<file path="config.mk">
export PLATFORM = sky130hd
export DESIGN_NAME = lane_scrambler_flat
export DESIGN_NICKNAME = d
export VERILOG_FILES = /design/src/rtl/lane_scrambler_if.sv /design/src/rtl/lane_scrambler.sv /design/src/flat_wrapper.sv
export SDC_FILE = /design/constraint.sdc
export NUM_CORES = 1
export LEC_CHECK = 0
export ABC_AREA = 0
export BUFFER_PORTS_ARGS = -buffer_cell sky130_fd_sc_hd__buf_2
export CORE_UTILIZATION = 60
export DETAILED_ROUTE_END_ITERATION = 8
export PLACE_DENSITY = 0.89
export SYNTH_ARGS = -nofsm -noshare
export SYNTH_HDL_FRONTEND = slang
export SYNTH_SLANG_ARGS = --single-unit
</file>
<file path="constraint.sdc">
create_clock -name clk -period 7.9 [get_ports clk]
set_input_delay 1.185 -clock clk [delete_from_list [all_inputs] [get_ports clk]]
set_output_delay 1.185 -clock clk [all_outputs]
set_load 0.05 [all_outputs]
</file>
<file path="src/rtl/lane_scrambler_if.sv">
`default_nettype none
// ============================================================================
// lane_scrambler_if
// Symbol bus between a lane's symbol source and the lane scrambler.
// Revision: 1.0
// ============================================================================

interface lane_scrambler_if;
  logic [2:0]  GEN;
  logic [5:0]  PIPEWIDTH;
  logic [31:0] dataIn;
  logic [3:0]  dataK;
  logic        dataValid;
  logic [1:0]  syncHeader;
  logic        startBlock;
  logic        turnOff;
  logic [23:0] seedValue;

  logic [31:0] txData;
  logic [3:0]  txDataK;
  logic        txDataValid;
  logic [1:0]  txSyncHeader;
  logic        txStartBlock;

  modport master (
    output GEN, PIPEWIDTH, dataIn, dataK, dataValid, syncHeader, startBlock,
           turnOff, seedValue,
    input  txData, txDataK, txDataValid, txSyncHeader, txStartBlock
  );

  modport slave (
    input  GEN, PIPEWIDTH, dataIn, dataK, dataValid, syncHeader, startBlock,
           turnOff, seedValue,
    output txData, txDataK, txDataValid, txSyncHeader, txStartBlock
  );
endinterface

`default_nettype wire

</file>
<file path="src/rtl/lane_scrambler.sv">
`default_nettype none
// ============================================================================
// lane_scrambler
// Per-lane scrambler: Gen1/2 16-bit LFSR with K-symbol rules, Gen3+ 23-bit
// LFSR with 128b/130b block tracking. Single registered stage.
// Revision: 1.0
// ============================================================================

module lane_scrambler #(
  parameter logic [15:0] GEN1_SEED = 16'hFFFF,
  parameter logic [7:0]  SKP_SYM   = 8'hAA
) (
  input wire              clk,
  input wire              reset,
  lane_scrambler_if.slave bus
);

  localparam logic [15:0] c_POLY16   = 16'h0039;
  localparam logic [22:0] c_POLY23   = 23'h210125;
  localparam logic [7:0]  c_COM      = 8'hBC;
  localparam logic [7:0]  c_SKP1     = 8'h1C;
  localparam logic [7:0]  c_EIEOS    = 8'h00;
  localparam logic [1:0]  c_HDR_DATA = 2'b01;

  // Serial Galois LFSR run for one byte; key bit i is the MSB before shift i.
  function automatic logic [23:0] f_scr16(input logic [15:0] s);
    logic [15:0] st;
    logic [7:0]  key;
    st  = s;
    key = '0;
    for (int i = 0; i < 8; i++) begin
      key[i] = st[15];
      st     = {st[14:0], 1'b0} ^ (st[15] ? c_POLY16 : 16'h0000);
    end
    return {key, st};
  endfunction

  function automatic logic [30:0] f_scr23(input logic [22:0] s);
    logic [22:0] st;
    logic [7:0]  key;
    st  = s;
    key = '0;
    for (int i = 0; i < 8; i++) begin
      key[i] = st[22];
      st     = {st[21:0], 1'b0} ^ (st[22] ? c_POLY23 : 23'h000000);
    end
    return {key, st};
  endfunction

  logic [15:0] r_lfsr16, w_lfsr16;
  logic [22:0] r_lfsr23, w_lfsr23;
  logic [3:0]  r_count, w_count;
  logic [1:0]  r_hdr, w_hdr;
  logic        r_skpBlock, w_skpBlock;
  logic        r_eieosBlock, w_eieosBlock;
  logic [2:0]  r_lastGen, w_lastGen;

  logic [31:0] r_txData, w_txData;
  logic [3:0]  r_txDataK, w_txDataK;
  logic        r_txDataValid, w_txDataValid;
  logic [1:0]  r_txSyncHeader, w_txSyncHeader;
  logic        r_txStartBlock, w_txStartBlock;

  logic [3:0]  w_laneEn;
  logic [3:0]  w_nBytes;
  logic        w_gen3;
  logic        w_genChange;
  logic [7:0]  w_sym;
  logic [3:0]  w_symIdx;
  logic [23:0] w_step16;
  logic [30:0] w_step23;
  logic [4:0]  w_unusedBits;

  assign w_laneEn     = bus.PIPEWIDTH[5] ? 4'hF : (bus.PIPEWIDTH[4] ? 4'h3 : 4'h1);
  assign w_nBytes     = bus.PIPEWIDTH[5] ? 4'd4 : (bus.PIPEWIDTH[4] ? 4'd2 : 4'd1);
  assign w_gen3       = (bus.GEN >= 3'd3);
  assign w_genChange  = (bus.GEN != r_lastGen);
  assign w_unusedBits = {bus.seedValue[23], bus.PIPEWIDTH[3:0]};

  always_comb begin
    w_lfsr16       = r_lfsr16;
    w_lfsr23       = r_lfsr23;
    w_count        = r_count;
    w_hdr          = r_hdr;
    w_skpBlock     = r_skpBlock;
    w_eieosBlock   = r_eieosBlock;
    w_lastGen      = r_lastGen;
    w_txData       = '0;
    w_txDataK      = '0;
    w_txDataValid  = 1'b0;
    w_txSyncHeader = '0;
    w_txStartBlock = 1'b0;
    w_sym          = '0;
    w_symIdx       = '0;
    w_step16       = '0;
    w_step23       = '0;

    if (bus.dataValid) begin
      w_lastGen     = bus.GEN;
      w_txDataValid = 1'b1;
      // A rate change restarts the relevant LFSR before this cycle's bytes.
      if (w_genChange) begin
        w_count = '0;
        if (w_gen3) w_lfsr23 = bus.seedValue[22:0];
        else        w_lfsr16 = GEN1_SEED;
      end

      if (!w_gen3) begin
        for (int b = 0; b < 4; b++) begin
          if (w_laneEn[b]) begin
            w_sym    = bus.dataIn[8*b +: 8];
            w_step16 = f_scr16(w_lfsr16);
            if (!bus.turnOff) begin
              if (bus.dataK[b] && (w_sym == c_COM)) begin
                w_lfsr16 = GEN1_SEED;
              end else if (!(bus.dataK[b] && (w_sym == c_SKP1))) begin
                w_lfsr16 = w_step16[15:0];
                if (!bus.dataK[b]) w_sym = w_sym ^ w_step16[23:16];
              end
            end
            w_txData[8*b +: 8] = w_sym;
            w_txDataK[b]       = bus.dataK[b];
          end
        end
      end else begin
        // Block type is decided once, from symbol 0, and held until the next block.
        if (bus.startBlock) begin
          w_count      = '0;
          w_hdr        = bus.syncHeader;
          w_skpBlock   = (bus.syncHeader != c_HDR_DATA) && (bus.dataIn[7:0] == SKP_SYM);
          w_eieosBlock = (bus.syncHeader != c_HDR_DATA) && (bus.dataIn[7:0] == c_EIEOS);
        end
        w_txSyncHeader = w_hdr;
        w_txStartBlock = bus.startBlock;
        for (int b = 0; b < 4; b++) begin
          if (w_laneEn[b]) begin
            w_sym    = bus.dataIn[8*b +: 8];
            w_symIdx = w_count + 4'(b);
            w_step23 = f_scr23(w_lfsr23);
            if (!bus.turnOff) begin
              if (w_hdr == c_HDR_DATA) begin
                w_sym    = w_sym ^ w_step23[30:23];
                w_lfsr23 = w_step23[22:0];
              end else begin
                if (!w_skpBlock) w_lfsr23 = w_step23[22:0];
                if (w_eieosBlock && (w_symIdx == 4'd15)) w_lfsr23 = bus.seedValue[22:0];
              end
            end
            w_txData[8*b +: 8] = w_sym;
          end
        end
        w_count = w_count + w_nBytes;
      end
    end
  end

  always_ff @(posedge clk) begin
    if (reset) begin
      r_lfsr16       <= GEN1_SEED;
      r_lfsr23       <= bus.seedValue[22:0];
      r_count        <= '0;
      r_hdr          <= 2'b00;
      r_skpBlock     <= 1'b0;
      r_eieosBlock   <= 1'b0;
      r_lastGen      <= '0;
      r_txData       <= '0;
      r_txDataK      <= '0;
      r_txDataValid  <= 1'b0;
      r_txSyncHeader <= '0;
      r_txStartBlock <= 1'b0;
    end else begin
      r_lfsr16       <= w_lfsr16;
      r_lfsr23       <= w_lfsr23;
      r_count        <= w_count;
      r_hdr          <= w_hdr;
      r_skpBlock     <= w_skpBlock;
      r_eieosBlock   <= w_eieosBlock;
      r_lastGen      <= w_lastGen;
      r_txData       <= w_txData;
      r_txDataK      <= w_txDataK;
      r_txDataValid  <= w_txDataValid;
      r_txSyncHeader <= w_txSyncHeader;
      r_txStartBlock <= w_txStartBlock;
    end
  end

  assign bus.txData       = r_txData;
  assign bus.txDataK      = r_txDataK;
  assign bus.txDataValid  = r_txDataValid;
  assign bus.txSyncHeader = r_txSyncHeader;
  assign bus.txStartBlock = r_txStartBlock;

endmodule

`default_nettype wire

</file>
<file path="src/flat_wrapper.sv">
// flat-port wrapper written by rule: the top's interface ports become plain ports
module lane_scrambler_flat 
#(
  parameter logic [15:0] GEN1_SEED = 16'hFFFF,
  parameter logic [7:0]  SKP_SYM   = 8'hAA
)
  (clk, reset, bus_GEN, bus_PIPEWIDTH, bus_dataIn, bus_dataK, bus_dataValid, bus_syncHeader, bus_startBlock, bus_turnOff, bus_seedValue, bus_txData, bus_txDataK, bus_txDataValid, bus_txSyncHeader, bus_txStartBlock);
  lane_scrambler_if bus_i ();
  input wire clk;
  input wire reset;
  input wire logic [$bits(bus_i.GEN)-1:0] bus_GEN;
  input wire logic [$bits(bus_i.PIPEWIDTH)-1:0] bus_PIPEWIDTH;
  input wire logic [$bits(bus_i.dataIn)-1:0] bus_dataIn;
  input wire logic [$bits(bus_i.dataK)-1:0] bus_dataK;
  input wire logic [$bits(bus_i.dataValid)-1:0] bus_dataValid;
  input wire logic [$bits(bus_i.syncHeader)-1:0] bus_syncHeader;
  input wire logic [$bits(bus_i.startBlock)-1:0] bus_startBlock;
  input wire logic [$bits(bus_i.turnOff)-1:0] bus_turnOff;
  input wire logic [$bits(bus_i.seedValue)-1:0] bus_seedValue;
  output wire logic [$bits(bus_i.txData)-1:0] bus_txData;
  output wire logic [$bits(bus_i.txDataK)-1:0] bus_txDataK;
  output wire logic [$bits(bus_i.txDataValid)-1:0] bus_txDataValid;
  output wire logic [$bits(bus_i.txSyncHeader)-1:0] bus_txSyncHeader;
  output wire logic [$bits(bus_i.txStartBlock)-1:0] bus_txStartBlock;
  assign bus_i.GEN = bus_GEN;
  assign bus_i.PIPEWIDTH = bus_PIPEWIDTH;
  assign bus_i.dataIn = bus_dataIn;
  assign bus_i.dataK = bus_dataK;
  assign bus_i.dataValid = bus_dataValid;
  assign bus_i.syncHeader = bus_syncHeader;
  assign bus_i.startBlock = bus_startBlock;
  assign bus_i.turnOff = bus_turnOff;
  assign bus_i.seedValue = bus_seedValue;
  assign bus_txData = bus_i.txData;
  assign bus_txDataK = bus_i.txDataK;
  assign bus_txDataValid = bus_i.txDataValid;
  assign bus_txSyncHeader = bus_i.txSyncHeader;
  assign bus_txStartBlock = bus_i.txStartBlock;
  lane_scrambler #(.GEN1_SEED(GEN1_SEED), .SKP_SYM(SKP_SYM)) u_core (.clk(clk), .reset(reset), .bus(bus_i));
endmodule
</file>
**After elaboration in Yosys (flattened, before gate mapping)**

Index checks and enable logic that the tools add are counted.

- Shift-type cells: 0
- Mux-type cells: 174
- Reduce and logical (&&, ||, !) cells: 23
- $lt $le $gt $ge: 1
- Eq/ne operators: 16
- Divide/modulo/power cells: 0
- Bitwise operators: 78
- Multipliers: 0
- Add/subtract/negate cells: 4

Operators by type and width:

| operator | number |
|---|---|
| $mux 23 | 32 |
| $xor 23x23->23 | 32 |
| $mux 22 | 32 |
| $xor 16x16->16 | 32 |
| $mux 16 | 26 |
| $mux 8 | 32 |
| $mux 6 | 32 |
| $xor 8x8->8 | 8 |
| $eq 8x8->1 const B | 5 |
| $eq 8x5->1 const B | 4 |
| $mux 32 | 1 |
| $mux 4 | 7 |
| $eq 4x4->1 const B | 4 |
| $reduce_or 4->1 | 4 |
| $logic_and 1x1->1 | 14 |
| $mux 2 | 5 |
| $add 4x2->4 const B | 2 |
| $logic_not 8->1 | 1 |
| $mux 1 | 7 |
| $not 1->1 | 6 |
| $add 4x1->4 const B | 1 |
| $add 4x4->4 | 1 |
| $ge 3x2->1 const B | 1 |
| $ne 3x3->1 | 1 |
| 6 further kinds | 6 |

- Word-level logic and storage cells: 311
- Memory bits (read-only): 0
- RAM bits: 0
- Latch bits: 0
- Register bits: 90
- Memories: 0
- Input port bits: 76

**Logic depth before layout (Yosys ltp)**

Gate-level depths: netlist (run 1).

- Depth in word-level cells: 97
- Mapped depth: 25
- Gate-level depth less buffers: 22

**Worst setup path after synthesis (run 1)**

Ideal clock, no wire load.

- Path type: input to register
- From: in bus_dataIn[2]
- To: reg u_core.r_lfsr23[17], data pin
- Data required time: 7.720 ns
- Stages: 22
- Slack: 0.547 ns
- Arrival: 7.173 ns
- Library setup time: 0.180 ns
- Buffers on the path: 3
- Path through: or4b_4 o41a_4 or3_4 buf_6 nand4_1 a31oi_1 or3_1 buf_4 o21a_1 or3_1 o2111a_1 o31a_1 buf_4 xor3_4 xor2_4 xnor2_2 a31oi_4 xor2_4 xnor3_2 xor2_1 or4_1 o311ai_1

- Word-level cells in the longest chain between the ends: 70
- Elaborated cells between the ends (all ways): 87
- Those cells by class: 1 x eq/ne; 55 x mux; 24 x bitwise; 7 x reduce/logical

Ends and longest elaborated chain:

| item | line | text |
|---|---|---|
| from (decl) | flat_wrapper.sv:13 | `input wire logic [$bits(bus_i.dataIn)-1:0] bus_dataIn;` |
| $eq 8x8->1 or $logic_not 8->1 (tied branches) | lane_scrambler.sv:130, lane_scrambler.sv:131 |  |
| $logic_and 1x1->1, on equally long branches | lane_scrambler.sv:130, lane_scrambler.sv:131 |  |
| $mux 1 | lane_scrambler.sv:127 | `if (bus.startBlock) begin` |
| $mux 1 | lane_scrambler.sv:108 | `if (!w_gen3) begin` |
| $mux 1 | lane_scrambler.sv:98 | `if (bus.dataValid) begin` |
| $mux 23 or $logic_and 1x1->1 (tied branches) | lane_scrambler.sv:145, lane_scrambler.sv:146 |  |
| $mux 23 | lane_scrambler.sv:146 | `if (w_eieosBlock && (w_symIdx == 4'd15)) w_lfsr23 = bus.seedValue[22:0];` |
| $mux 23 | lane_scrambler.sv:141 | `if (w_hdr == c_HDR_DATA) begin` |
| [54 not listed] | -- |  |
| $mux 23 | lane_scrambler.sv:145 | `if (!w_skpBlock) w_lfsr23 = w_step23[22:0];` |
| $mux 23 | lane_scrambler.sv:146 |  |
| $mux 23 | lane_scrambler.sv:141 |  |
| $mux 23 | lane_scrambler.sv:140 | `if (!bus.turnOff) begin` |
| $mux 23 * | lane_scrambler.sv:136 | `if (w_laneEn[b]) begin` |
| $mux 23 * | lane_scrambler.sv:108 |  |
| $mux 23 * | lane_scrambler.sv:98 |  |
| $mux 23 * | lane_scrambler.sv:158 | `if (reset) begin` |
| to (signal assigned) | lane_scrambler.sv:160 | `r_lfsr23 <= bus.seedValue[22:0];` |
| to (signal assigned) | lane_scrambler.sv:173 | `r_lfsr23 <= w_lfsr23;` |
| to (decl) | lane_scrambler.sv:51 | `logic [22:0] r_lfsr23, w_lfsr23;` |

Mark *: on every way between the ends. The rest lies on a longest branch, timed or not. The select of a mux whose other input is x is not followed.
A chain may end at the register's enable or synchronous reset.

**Worst setup path in the final report (run 1)**

- From: in bus_dataIn[0]
- To: reg u_core.r_lfsr23[8], data pin

- Word-level cells in the longest chain between the ends: 70
- Elaborated cells between the ends (all ways): 90
- Those cells by class: 1 x eq/ne; 58 x mux; 24 x bitwise; 7 x reduce/logical

Ends and longest elaborated chain:

| item | line |
|---|---|
| $eq 8x8->1 or $logic_not 8->1 (tied branches) | lane_scrambler.sv:130, lane_scrambler.sv:131 |
| $logic_and 1x1->1, on equally long branches | lane_scrambler.sv:130, lane_scrambler.sv:131 |
| $mux 1 | lane_scrambler.sv:127 |
| $mux 1 | lane_scrambler.sv:108 |
| $mux 1 | lane_scrambler.sv:98 |
| $mux 23 or $logic_and 1x1->1 (tied branches) | lane_scrambler.sv:145, lane_scrambler.sv:146 |
| $mux 23 | lane_scrambler.sv:146 |
| $mux 23 | lane_scrambler.sv:141 |
| [54 not listed] | -- |
| $mux 23 | lane_scrambler.sv:145 |
| $mux 23 | lane_scrambler.sv:146 |
| $mux 23 | lane_scrambler.sv:141 |
| $mux 23 | lane_scrambler.sv:140 |
| $mux 23 * | lane_scrambler.sv:136 |
| $mux 23 * | lane_scrambler.sv:108 |
| $mux 23 * | lane_scrambler.sv:98 |
| $mux 23 * | lane_scrambler.sv:158 |

Marked as above.

==> results of run 1 <==
[cells by family (layout without fill, tap and decap cells)]
group / Yosys count / count (layout) / share of synthesized area
adder cells (fa/ha/maj): 5 / 5 / 0.00576
multiplexers: 44 / 44 / 0.0372
flip-flops: 90 / 90 / 0.167
XOR/XNOR: 273 / 273 / 0.230
buffers and inverters: 157 / 227 / 0.0511
AO/OA/AOI/OAI: 578 / 578 / 0.311
AND/OR/NAND/NOR: 528 / 529 / 0.198
[power groups by stage]
stage | combinational, W | sequential [W] | clock (W)
after floorplan | 0.00382 | 0.000638 | 0
after global placement | 0.00508 | 0.000678 | 0
after detailed placement | 0.00517 | 0.000681 | 0
after CTS | 0.00520 | 0.000671 | 0.000492
after global routing | 0.00569 | 0.000682 | 0.000511
final | 0.00541 | 0.000691 | 0.000495
[final cells by class]
| type | instances | area [um2] | share of cell area |
|---|---|---|---|
| Inverter | 15 | 56.3 | 0.00417 |
| Clock inverter | 5 | 63.8 | 0.00473 |
| Timing Repair Buffer | 196 | 1200 | 0.0886 |
| Multi-Input combinational cell | 1429 | 9550 | 0.708 |
| Sequential cell | 90 | 2030 | 0.151 |
| Clock buffer | 11 | 264 | 0.0196 |
| Tap cell | 265 | 332 | 0.0246 |
[cell usage after synthesis (11+ instances only)]
library cell / count / area [um2]
dfxtp_1: 67 / 1340
o221ai_1: 12 / 105
o21ai_0: 144 / 721
o31ai_1: 11 / 82.6
clkbuf_1: 118 / 443
a31oi_1: 16 / 100
buf_1: 11 / 41.3
nor2_1: 187 / 702
inv_1: 15 / 56.3
xnor2_1: 164 / 1440
xnor3_1: 14 / 315
nand3_1: 48 / 240
a21oi_1: 133 / 666
o211ai_1: 24 / 180
o22ai_1: 61 / 382
nand2_1: 170 / 638
nor3_1: 27 / 135
a22oi_1: 34 / 255
edfxtp_1: 23 / 691
a221oi_1: 11 / 96.3
o21ai_1: 15 / 75.1
mux2i_1: 34 / 340
xor2_1: 80 / 701
a211oi_1: 13 / 97.6
[metrics by stage]
step	utilization	hold WS [ns]	worst slack (ns)
after floorplan	-	0.444	0.547
after global placement	0.668	0.455	0.253
after CTS	0.685	0.480	0.456
after detailed placement	0.668	0.470	0.0977
after global routing	0.687	0.495	0.0470
final	0.687	0.486	0.376
[path summary, 6_finish.rpt]
check             slack [ns]                     startpoint                      endpoint  cells past startpoint
hold / removal          0.49   u_core.r_hdr[1]$_SDFFE_PP0P_  u_core.r_hdr[1]$_SDFFE_PP0P_                      2
setup / recovery        0.38                  bus_dataIn[0]  u_core.r_lfsr23[8]$_DFFE_PP_                     22
setup reg to reg        0.98  u_core.r_lfsr23[22]$_DFFE_PP_  u_core.r_lfsr23[8]$_DFFE_PP_                     19
hold reg to reg         0.49   u_core.r_hdr[1]$_SDFFE_PP0P_  u_core.r_hdr[1]$_SDFFE_PP0P_                      2
[worst register-to-register path, delay by kind of cell, from the launching register on]
family	cells	cell delay (ns)
XOR/XNOR	10	4.21
flip-flops	1	0.63
AO/OA/AOI/OAI	9	1.82
[state kept, by name (all words and copies together) (netlist names), 2 cells and up]
| register | count |
|---|---|
| u_core.r_lfsr16 | 16 |
| u_core.r_lastGen | 3 |
| u_core.bus.txDataK | 4 |
| u_core.r_hdr | 2 |
| u_core.bus.txData | 32 |
| u_core.r_lfsr23 | 23 |
| u_core.r_count | 4 |
| u_core.bus.txSyncHeader | 2 |
[layer usage]
layer,routed length [um],vias to the layer above,GRT usage,part of all wire
met4,4070,0,0.328,0.079
met3,8930,341,0.187,0.17
met2,20100,1338,0.687,0.39
li1,-,6254,-,-
met1,18200,6503,0.624,0.36
met5,0,-,0,0
[what timing repair did]
| action | CTS | global route |
|---|---|---|
| hold buffers | 0 | 0 |
| endpoints found under the setup margin | 0 | 2 |
| hold endpoints to repair | 0 | 0 |
| buffers inserted | 0 | 3 |
| gates resized for setup | 0 | 1 |
==> flow_summary_export.csv, run 1 <==
group,metric,value,unit
die,rows,51,
setup_path,crit_chain,"buf_2 > or4_1 > o41a_4 > nor3_2 > buf_4 > a21oi_1 > buf_4 > o311ai_1 > xnor3_1 > o21ai_1 > a22o_1 > o311ai_2 > xor3_4 > xor2_4 > xnor2_2 > a31oi_4 > buf_4 > xnor2_2 > xnor2_4 > xnor3_1 > o21ai_1 > o211ai_1",
setup_path,crit_required,7.99,ns
routing,vias,14436,
sta,rsz0062_at_grt,"no",
sta,finalClockSkew,0.00986,ns
placement,gp_congestion,1.12,
sta,hold_viol_final,0,
sta,slew_headroom,0.248,
cts,htreeDepth,3,
routing,wl_per_cell,25.5,um
synthesis,seq_area_frac_synth,0.167,
layout,areaGrowthSynthToFinish,11.0,%
grt,grt_pass1_vias,13131,
routing,drt-total-wl,51400,um
placement,dp.cells,1991,
grt,grt_max_degree,52,
synthesis,synth_cells,1675,
pwr,power_density,489,nW/um2
layout,nNetsFinal,1822,
synthesis,synth_edf_count,23,
grt,grt_pass1_wl,76500,um
layout,final_area,13500,um2
cts,numCtsBuffers,9,
setup_path,crit_type,"in2reg",
setup_path,slowest_delay,0.84,ns
routing,drt-pass1-iter-count,9,
placement,dp.final_hpwl,37500,um
pwr,p_switching,0.00330,W
pwr,combPwrFrac,0.820,
synthesis,syn_avg_cell_area,7.26,um2
sta,setup_tns,0,ns
pwr,seqPwrFrac,0.105,
job,maxCapViolations,0,
hold_path,min_path_type,"reg2reg",
synthesis,synth-seq-cells,90,
pwr,leakagePower,5.29,nW
pwr,switching_share,0.500,
die,dieHeight,144,um
layout,final_common_cell,"nor2_1",
routing,post_drt_via_cell_ratio,7.18,
sta,maxSlewViolCount,0,
cts,clk_pin_slew_worst_paths,0.07,ns
placement,port_buffers,110,
pwr,ir_drop,0.000595,V
status,violations,"DRC",
layout,mostFrequentLayoutCells,"nor2_1, nand2_1, xnor2_1, o21ai_0, a21oi_1",
grt,globalRoute.totalOverflow,0,
sta,finalSetupViolations,0,
synthesis,yosys_most_used_dff,"dfxtp_1",
cts,cts_root_buf,"clkbuf_16",
status,outcome,"finished with violations",
cts,clock_sinks,90,
die,io_pins,116,
sta,fmax,0.133,GHz
layout,n_antenna_cell,0,
layout,n_fill_cell,1724,
cts,ctsLongestPathBuffers,2,
setup_path,worstPathArrival,7.62,ns
sta,fin_crit_sh,0.952,
die,die_area,20800,um2
synthesis,netlist_area,12200,um2
routing,dr.first_iter.drc_count,2302,
setup_path,cp_slowest_cell,"o311ai_1",
sta,tightest_slew,1.11,ns
setup_path,start_kind,"input port",
grt,antenna_found_initial,0,
cts,clk_latency,0.37,ns
pwr,p_total,0.00660,W
pwr,p_int,0.00330,W
layout,fin_cells,2011,
die,die_w,144,um
synthesis,syn-num-nets,1756,
setup_path,crit_path_frequent_cell,"buf_4",
setup_path,worstPathMaxFanout,11,
layout,drive_above_1_share,0.158,
grt,track_usage,0.492,
synthesis,ys_types,100,
setup_path,cp-end-kind,"flip-flop",
setup_path,crit_family,"XOR/XNOR gates",
die,fp.coreArea,19700,um2
cts,cts_tree,"yes",
placement,dpl_cell_area,13100,um2
die,initial_core_util,0.619,
setup_path,cp.buffers_inverters,4,
routing,drcViolationCount,8,
synthesis,async_flop_share,0,
sta,min_period,7.52,ns
routing,ant_nets,0,
synthesis,yosysWarnings,0,
pwr,clkPwrFrac,0.075,
Note: power is estimated with default switching activity, not from simulation.
==> run 2, diff against run 1 <==
--- a/config.mk
+++ b/config.mk
@@ -10,6 +10,7 @@
 export CORE_UTILIZATION = 60
 export DETAILED_ROUTE_END_ITERATION = 8
 export PLACE_DENSITY = 0.89
+export SLEW_MARGIN = 20
 export SYNTH_ARGS = -nofsm -noshare
 export SYNTH_HDL_FRONTEND = slang
 export SYNTH_SLANG_ARGS = --single-unit
==> constraint.sdc (replaced) <==
create_clock -name clk -period 7.9 [get_ports clk]
set_input_delay 0.395 -clock clk [delete_from_list [all_inputs] [get_ports clk]]
set_output_delay 0.395 -clock clk [all_outputs]
set_load 0.05 [all_outputs]
==> run 2 against run 1 <==
  * The run now ends clean
  * Die area did not move
  * Via count shrank 0.78%
  * Non-clock buffer count shrank 19
  * Count of clock-buffer cells in the layout decreased by 1
  * Global-route usage rose by 0.70 points
  * Highest routed layer unchanged
  * Clock skew rose by 0.0059 ns
  * Sequential share of layout area is 0.22 points higher
  * Critical path depth shrank 2
  * Maximum frequency grew 2.7%
  * Register-to-register slack worse by 0.41 ns
==> flow_summary_export.csv, run 2 (same netlist as run 1, synthesis figures left out) <==
group,metric,value,unit
status,outcome,"complete, no violations",
routing,drt-pass1-iter-count,9,
layout,nNetsFinal,1802,
setup_path,slowest_delay,0.65,ns
sta,timing.hold.ws,0.284,ns
routing,vias,14323,
die,rows,51,
cts,cts.hold.buffers_added,0,
routing,ant_nets,0,
cts,cts_tree,"yes",
grt,track_usage,0.499,
job,maxCapViolations,0,
sta,fmax,0.136,GHz
pwr,ir_drop,0.000865,V
cts,ctsLongestPathBuffers,2,
cts,clock_sinks,90,
setup_path,r2r-start,"u_core.r_lastGen[0]$_SDFFE_PP0P_",
sta,maxSlewViolCount,0,
pwr,power_density,487,nW/um2
setup_path,worstPathMaxFanout,22,
layout,largest_register_ffs,32,
cts,clk_pin_slew_worst_paths,0.09,ns
layout,drive_above_1_share,0.148,
placement,port_buffers,110,
grt,grt_max_degree,53,
hold_path,hold_path_startpoint,"bus_dataIn[24]",
layout,n_fill_cell,1723,
setup_path,crit_required,8.01,ns
setup_path,start_kind,"flip-flop",
layout,final_common_cell,"nor2_1",
sta,rsz0062_at_grt,"no",
die,io_pins,116,
sta,fin_crit_sh,0.927,
grt,globalRoute.totalOverflow,0,
grt,grt_pass1_wl,77000,um
die,dieHeight,144,um
setup_path,rr_worst_depth,20,
setup_path,r2r_slack,0.57,ns
layout,mostFrequentLayoutCells,"nor2_1, nand2_1, xnor2_1, o21ai_0, a21oi_1",
placement,dp.cells,1975,
sta,slew_headroom,0.290,
hold_path,min_path_type,"in2reg",
hold_path,holdPathEnd,"u_core.bus.txData[24]$_SDFF_PP0_",
placement,gp_congestion,1.04,
placement,dp.final_hpwl,38100,um
routing,drt-total-wl,51900,um
sta,tightest_slew,1.03,ns
sta,setup_tns,0,ns
grt,antenna_found_initial,0,
setup_path,worstPathArrival,7.43,ns
pwr,leakagePower,5.17,nW
setup_path,timing.rr.end,"u_core.r_lfsr23[5]$_DFFE_PP_",
cts,clk_latency,0.38,ns
layout,areaGrowthSynthToFinish,9.42,%
routing,drcViolationCount,0,
sta,finalClockSkew,0.0158,ns
cts,cts_root_buf,"clkbuf_16",
die,fp.coreArea,19700,um2
die,initial_core_util,0.619,
layout,n_antenna_cell,0,
sta,finalSetupViolations,0,
routing,wl_per_cell,26.1,um
sta,min_period,7.33,ns
cts,htreeDepth,3,
die,die_w,144,um
cts,cts-resized-gates,0,
setup_path,crit_chain,"nor4bb_1 > a311o_1 > nor2_4 > buf_4 > or4_1 > o211a_2 > o21ai_2 > xnor2_1 > xnor3_1 > xnor2_1 > o21ai_1 > a21oi_2 > xnor3_2 > xnor2_1 > a222oi_1 > xnor3_2 > xnor2_4 > xor2_1 > a2111oi_0 > a221oi_1",
routing,post_drt_via_cell_ratio,7.19,
layout,fin_cells,1991,
sta,hold_viol_final,0,
setup_path,crit_type,"reg2reg",
cts,numCtsBuffers,9,
cts,cts_setup_buffers,0,
setup_path,crit_path_frequent_cell,"xnor2_1",
setup_path,cp-end-kind,"flip-flop",
grt,grt_pass1_vias,12971,
die,die_area,20800,um2
setup_path,cp_slowest_cell,"xnor3_2",
hold_path,hold_depth,3,
routing,dr.first_iter.drc_count,2412,
[run 2: cell types whose count changed in the layout (fill, tap and decap cells not counted), sizes merged]
cell,before,now
buf,196,177
clkbuf,11,10
nor2,190,189
clkinvlp,0,1
inv,18,20
clkinv,1,0
bufinv,1,0
[run 2: how the worst max path moves through the flow]
| stage | startpoint | slack, ns | end | cells past startpoint |
|---|---|---|---|---|
| 2_1_floorplan | bus_dataIn[2] | 1.34 | u_core.r_lfsr23[17]$_DFFE_PP_ | 22 |
| 4_1_cts | u_core.r_lastGen[0]$_SDFFE_PP0P_ | 0.70 | u_core.r_lfsr23[5]$_DFFE_PP_ | 20 |
| 3_3_place_gp | bus_startBlock | 0.50 | u_core.r_lfsr23[17]$_DFFE_PP_ | 20 |
| 3_5_place_dp | bus_startBlock | 0.47 | u_core.r_lfsr23[5]$_DFFE_PP_ | 20 |
| 6_report | u_core.r_lastGen[0]$_SDFFE_PP0P_ | 0.57 | u_core.r_lfsr23[5]$_DFFE_PP_ | 20 |
| 5_1_grt | u_core.r_lastGen[1]$_SDFFE_PP0P_ | 0.26 | u_core.r_lfsr23[5]$_DFFE_PP_ | 20 |
[run 2: routing by layer]
| metal | GRT usage | share of wire |
|---|---|---|
| met1 | 0.651 | 0.37 |
| met2 | 0.698 | 0.39 |
| met3 | 0.166 | 0.17 |
| met4 | 0.318 | 0.071 |
| met5 | 0 | 0 |
[run 2: through the flow]
step | cell area, um2 | utilization | setup slack [ns] | total power [W]
final | 13300 | 0.677 | 0.574 | 0.00647
after global routing | 13300 | 0.677 | 0.255 | 0.00672
after CTS | 13300 | 0.677 | 0.696 | 0.00627
after detailed placement | 13000 | 0.662 | 0.474 | 0.00578
after global placement | 13000 | 0.662 | 0.505 | 0.00575
after floorplan | 12200 | - | 1.34 | 0.00446
[run 2: layout make-up]
class	instances	area, um2	area share
clock buffer	10	239	0.0180
inverter	15	56.3	0.00423
timing repair buffer	177	1050	0.0792
clock inverter	6	53.8	0.00404
sequential	90	2030	0.153
tap	265	332	0.0249
multi-input combinational	1428	9540	0.717
[run 2: power by group]
group          switching (W)  internal (W)  total (W)  leakage (nW)
clock network       0.000234      0.000230   0.000464         0.144
logic                0.00296       0.00238    0.00534          4.24
registers           0.000115      0.000556   0.000671         0.783
total                0.00331       0.00316    0.00647          5.17
[run 2: critical path, delay by kind of cell (launching register included)]
family	cells	cell delay (ns)
buffers and inverters	1	0.28
AND/OR/NAND/NOR	3	1.34
flip-flops	1	0.47
AO/OA/AOI/OAI	8	2.20
XOR/XNOR	8	2.73
